===== config.mk =====
export PLATFORM = sky130hd
export DESIGN_NAME = mul_job_sequencer
export DESIGN_NICKNAME = d
export VERILOG_FILES = /design/src/rtl/mul_job_sequencer.sv
export SDC_FILE = /design/constraint.sdc
export NUM_CORES = 1
export LEC_CHECK = 0
export BUFFER_PORTS_ARGS = -buffer_cell sky130_fd_sc_hd__buf_2
export CAP_MARGIN = 20
export CORE_MARGIN = 5
export CORE_UTILIZATION = 50
export CTS_BUF_LIST = sky130_fd_sc_hd__clkbuf_8
export DETAILED_ROUTE_END_ITERATION = 7
export PLACE_DENSITY = 0.67
export SLEW_MARGIN = 20
export SYNTH_ARGS = -nofsm -noshare
export SYNTH_HDL_FRONTEND = slang
export SYNTH_SLANG_ARGS = --single-unit

===== constraint.sdc =====
create_clock -name clk -period 3.4 [get_ports clk]
set_clock_uncertainty 0.05 [all_clocks]
set_input_delay 0.68 -clock clk [delete_from_list [all_inputs] [get_ports clk]]
set_output_delay 0.68 -clock clk [all_outputs]
set_load 0.02 [all_outputs]

===== src/rtl/mul_job_sequencer.sv =====
// Command-queue scheduler for the multiplier datapath: queues {mode, reps} jobs, arms mem_mode,
// gates AS/SA starts on hash_ready, pulses calc_init and repeats each job with a settle gap.
module mul_job_sequencer #(
  parameter int FIFO_DEPTH     = 4,
  parameter int REPS_W         = 16,
  parameter int GAP_CYCLES     = 2,
  parameter int TIMEOUT_CYCLES = 65535
) (
  input  logic              clk,
  input  logic              rst_n,
  input  logic              cmd_valid,
  output logic              cmd_ready,
  input  logic [2:0]        cmd_mode,
  input  logic [REPS_W-1:0] cmd_reps,
  input  logic              abort,
  input  logic              clear_err,
  input  logic              hash_ready,
  input  logic              mul_done,
  output logic [2:0]        mem_mode,
  output logic              calc_init,
  output logic              busy,
  output logic              job_done,
  output logic              cmd_illegal,
  output logic              err_timeout
);

  localparam int AW    = $clog2(FIFO_DEPTH);
  localparam int TO_W  = $clog2(TIMEOUT_CYCLES + 1);
  localparam int GAP_W = $clog2(GAP_CYCLES + 1);

  localparam logic [2:0] MODE_AS = 3'd1;
  localparam logic [2:0] MODE_SA = 3'd2;
  localparam logic [2:0] MODE_BS = 3'd4;

  typedef enum logic [2:0] {S_IDLE, S_ARM, S_START, S_RUN, S_GAP, S_DONE} state_t;

  state_t            state, state_n;
  logic [2:0]        mode_q, mode_n;
  logic [REPS_W-1:0] reps_left, reps_n;
  logic [TO_W-1:0]   to_cnt, to_n;
  logic [GAP_W-1:0]  gap_cnt, gap_n;
  logic [2:0]        mem_mode_n;
  logic              calc_n, done_n, err_n;
  logic [AW:0]       wr_ptr, rd_ptr, wr_n, rd_n, count_n;
  logic              push, pop, flush, legal, empty;
  logic [REPS_W-1:0] reps_fix;

  logic [2:0]        mode_mem [FIFO_DEPTH];
  logic [REPS_W-1:0] reps_mem [FIFO_DEPTH];

  assign legal    = (cmd_mode >= MODE_AS) && (cmd_mode <= MODE_BS);
  assign reps_fix = (cmd_reps == '0) ? REPS_W'(1) : cmd_reps;
  assign empty    = (wr_ptr == rd_ptr);
  // A push coinciding with abort is dropped even though the handshake completes.
  assign push     = cmd_valid && cmd_ready && legal && !abort;

  always_ff @(posedge clk) begin
    if (push) begin
      mode_mem[wr_ptr[AW-1:0]] <= cmd_mode;
      reps_mem[wr_ptr[AW-1:0]] <= reps_fix;
    end
  end

  always_comb begin
    state_n    = state;
    mode_n     = mode_q;
    reps_n     = reps_left;
    to_n       = to_cnt;
    gap_n      = gap_cnt;
    mem_mode_n = mem_mode;
    calc_n     = 1'b0;
    done_n     = 1'b0;
    err_n      = clear_err ? 1'b0 : err_timeout;
    pop        = 1'b0;
    flush      = 1'b0;
    case (state)
      S_IDLE: begin
        if (!empty && !err_timeout) begin
          pop        = 1'b1;
          mode_n     = mode_mem[rd_ptr[AW-1:0]];
          reps_n     = reps_mem[rd_ptr[AW-1:0]];
          mem_mode_n = mode_mem[rd_ptr[AW-1:0]];
          state_n    = S_ARM;
        end
      end
      S_ARM: begin
        if (!(mode_q == MODE_AS || mode_q == MODE_SA) || hash_ready) begin
          calc_n  = 1'b1;
          state_n = S_START;
        end
      end
      S_START: begin
        to_n    = '0;
        state_n = S_RUN;
      end
      S_RUN: begin
        to_n = to_cnt + TO_W'(1);
        if (mul_done) begin
          reps_n = reps_left - REPS_W'(1);
          gap_n  = GAP_W'(1);
          if (reps_left == REPS_W'(1)) state_n = S_DONE;
          else                         state_n = (GAP_CYCLES > 1) ? S_GAP : S_ARM;
        end else if (to_cnt == TO_W'(TIMEOUT_CYCLES - 1)) begin
          err_n      = 1'b1;
          mem_mode_n = 3'd0;
          flush      = 1'b1;
          state_n    = S_IDLE;
        end
      end
      // The ARM cycle that follows also counts as an idle cycle, so GAP lasts GAP_CYCLES-1.
      S_GAP: begin
        if (gap_cnt >= GAP_W'(GAP_CYCLES - 1)) state_n = S_ARM;
        else                                   gap_n   = gap_cnt + GAP_W'(1);
      end
      S_DONE: begin
        done_n     = 1'b1;
        mem_mode_n = 3'd0;
        state_n    = S_IDLE;
      end
      default: state_n = S_IDLE;
    endcase
    if (abort) begin
      state_n    = S_IDLE;
      mem_mode_n = 3'd0;
      calc_n     = 1'b0;
      done_n     = 1'b0;
      reps_n     = '0;
      pop        = 1'b0;
      flush      = 1'b1;
    end
    if (flush) begin
      wr_n = wr_ptr;
      rd_n = wr_ptr;
    end else begin
      wr_n = wr_ptr + (AW+1)'(push);
      rd_n = rd_ptr + (AW+1)'(pop);
    end
    count_n = wr_n - rd_n;
  end

  always_ff @(posedge clk or negedge rst_n) begin
    if (!rst_n) begin
      state       <= S_IDLE;
      mode_q      <= 3'd0;
      reps_left   <= '0;
      to_cnt      <= '0;
      gap_cnt     <= '0;
      wr_ptr      <= '0;
      rd_ptr      <= '0;
      mem_mode    <= 3'd0;
      calc_init   <= 1'b0;
      job_done    <= 1'b0;
      err_timeout <= 1'b0;
      cmd_illegal <= 1'b0;
      cmd_ready   <= 1'b1;
      busy        <= 1'b0;
    end else begin
      state       <= state_n;
      mode_q      <= mode_n;
      reps_left   <= reps_n;
      to_cnt      <= to_n;
      gap_cnt     <= gap_n;
      wr_ptr      <= wr_n;
      rd_ptr      <= rd_n;
      mem_mode    <= mem_mode_n;
      calc_init   <= calc_n;
      job_done    <= done_n;
      err_timeout <= err_n;
      cmd_illegal <= cmd_valid && cmd_ready && !legal;
      cmd_ready   <= !count_n[AW] && !err_n;
      busy        <= (state_n != S_IDLE) || (wr_n != rd_n);
    end
  end

endmodule


==> impl_metrics.json <==
{
  "status": "finished clean",
  "final_area_mm2": 0.00691,
  "place.gp.congestion": 0.823,
  "first_pass_iters": 5,
  "end_kind": "flop",
  "path_clk_slew_ns": 0.08,
  "drive_gt1_share_pct": 22.2,
  "ys.flop_type": "edfxtp_1",
  "rows": 40,
  "clkPwrFrac_pct": 25.6,
  "yosysWarnings": 0,
  "first_iter_violations": 250,
  "seq_area_frac_synth_pct": 59.3,
  "cts_resized": 0,
  "async_reset_ff_share_pct": 42.0,
  "root_buffer": "clkbuf_8",
  "worst-slew-pin-transition_ns": 0.641,
  "hp-class": "in -> async",
  "max_slew_margin_pct": 56.9,
  "drt-vias-per-instance": 5.49,
  "grt_max_degree": 36,
  "hpwl_um": 7860,
  "setup_ws_ns": 0.653,
  "syn_inst": 497,
  "design.die.area_mm2": 0.0147,
  "fmax_mhz": 364,
  "p_seq_share_pct": 39.6,
  "placed_area_mm2": 0.00650,
  "cts_tree": "yes",
  "clkLatencyLatePin_ns": 0.45,
  "power_frac_comb_pct": 34.8,
  "antenna_left": 0,
  "synthesis.nets": 534,
  "fin_crit_sh_pct": 80.8,
  "clock_path_buffers": 2,
  "grt_pass1_wl_um": 19900,
  "antennaDiodeCount": 0,
  "antenna_found_initial": 0,
  "vdd_drop_max_mv": 0.442,
  "crit_required_ns": 3.73,
  "finalSetupViolCount": 0,
  "area_growth_pct": 12.0,
  "wl_met1_um": 5570,
  "top_layer": "met4",
  "p_sw_mw": 1.88,
  "fillers": 995,
  "routed_wl_um": 12000,
  "tns_ns": 0,
  "min_period_ns": 2.75,
  "die_h_um": 121,
  "core_area_mm2": 0.0121,
  "dr_wl_met3_um": 535,
  "wl_per_cell_um": 16.9,
  "cts_max_level": 4,
  "critPathKind": "reg -> reg",
  "synth.avg_cell_area_um2": 12.4,
  "fp.dieW_um": 121,
  "initial_core_util_pct": 51.2,
  "cp-start-kind": "flop",
  "vias": 3890,
  "synthesis.area_mm2": 0.00617,
  "ys_types": 58,
  "grt_pass1_vias": 3902,
  "wl_met2_um": 5730,
  "port_buffers": 34,
  "holdBufCountCts": 0,
  "track_usage_pct": 17.5,
  "post_cts_buffers": 0,
  "post-route-drc-count": 0,
  "drv_slew": 0,
  "rsz0062_at_grt": "no",
  "io_pins": 35,
  "p_int_mw": 3.42,
  "cts.sinks": 131,
  "dp_slack_ns": 0.250,
  "hold_violations": 0,
  "arrival_ns": 3.07,
  "cap_violations": 0,
  "p_per_area_mw_per_mm2": 767,
  "switching_share_pct": 35.5,
  "synth_seq_cells": 131,
  "grt_overflow_total": 0,
  "cts_made_buffers": 17,
  "fin_nets": 564,
  "synth_edf_count": 76,
  "p_leak_nw": 2.71,
  "cp_max_fo": 5
}
[metal layers]
metal | vias up | GRT usage (%)
met5 | - | 0
met4 | 0 | 5.59
met3 | 9 | 4.71
met2 | 81 | 27.5
met1 | 1897 | 23.7
li1 | 1903 | -
[synthesized netlist by cell type (3+ instances only)]
cell type,instances,area share [%]
edfxtp_1,76,37
nand2_1,56,3.4
dfrtp_1,54,22
nor2_1,36,2.2
o21ai_0,32,2.6
a21oi_1,28,2.3
clkbuf_1,26,1.6
mux4_2,19,6.9
inv_1,15,0.91
mux2i_1,15,2.4
nor3_1,13,1.1
nand3_1,12,0.97
ha_1,11,2.2
xnor2_1,9,1.3
nor4_1,8,0.81
mux2_2,6,1.1
o31ai_1,6,0.73
buf_2,5,0.41
a211oi_1,4,0.49
nand4_1,4,0.41
nor3b_1,4,0.49
a22o_1,3,0.43
and3b_1,3,0.43
buf_1,3,0.18
nand2b_1,3,0.30
nor2b_1,3,0.30
o21a_1,3,0.36
[kinds of logic after synthesis]
group,Yosys count,share of synthesized area [%]
xor+xnor,10,1.42
buf+inv,52,3.57
simple gates,158,13.0
fa+ha+maj,11,2.23
flops,131,59.3
mux,41,10.6
compound gates,94,9.83
[per-stage QoR]
stage / utilization, % / cells / hold slack, ns / power, mW
detailed placement: 53.9 / 676 / 0.436 / 3.97
finish: 57.3 / 708 / 0.134 / 5.30
floorplan: - / 497 / 0.334 / 3.55
global route: 57.3 / 708 / 0.144 / 5.64
CTS: 57.3 / 708 / 0.117 / 5.34
global placement: 53.9 / 676 / 0.434 / 3.94
[registers in the layout, summed over array words and instances (netlist names), 2 cells and up]
name and count:
state 3, gap_cnt 2, to_cnt 16, reps_mem 64
mode_mem 12, mode_q 3, wr_ptr 3, reps_left 16
rd_ptr 3, mem_mode 3
[power groups by stage]
stage	logic (mW)	clock network, mW	registers (mW)
3_5_place_dp	1.84	0	2.13
6_report	1.84	1.36	2.10
5_1_grt	2.04	1.47	2.13
4_1_cts	1.85	1.40	2.10
2_1_floorplan	1.42	0	2.13
3_3_place_gp	1.82	0	2.12
[cells in the final DEF, fill, tap and decap left out, types with 14 or more instances in the layout]
| cell type | count |
|---|---|
| buf_4 | 14 |
| mux4_2 | 19 |
| o21ai_0 | 32 |
| dfrtp_1 | 54 |
| nand2_1 | 56 |
| nor2_1 | 36 |
| a21oi_1 | 28 |
| clkbuf_8 | 17 |
| buf_2 | 34 |
| mux2i_1 | 15 |
| edfxtp_1 | 76 |
| inv_1 | 16 |
[worst paths after layout]
kind,start,to,slack (ns),depth (start not counted)
worst max-delay path,state[1],cmd_ready,0.65,11
worst min-delay path,rst_n,state[2],0.13,1
worst max register to register,state[1],cmd_ready,0.65,11
worst min register to register,gap_cnt[1],gap_cnt[1],0.45,1
max in group asynchronous,rst_n,reps_left[5],2.29,2
min in group clk,clear_err,err_timeout,0.41,2
[critical path, stage by stage, from the launching register on]
cell	delay, ns
dfrtp_1	0.38
or2_2	0.31
a311o_1	0.43
nor3_1	0.17
ha_1	0.17
ha_1	0.21
mux2_2	0.27
inv_1	0.06
ha_1	0.23
a21oi_1	0.18
xor2_1	0.16
nor2_1	0.05
[layout make-up]
cell class,instances,area [µm²],share of cell area (%)
timing repair buffer,48,275,3.98
tap,168,210,3.04
multi-input combinational,314,2300,33.2
sequential,131,3660,53.0
clock inverter,15,180,2.61
clock buffer,17,234,3.39
inverter,15,56.3,0.815
Note: power is estimated with default switching activity, not from simulation.
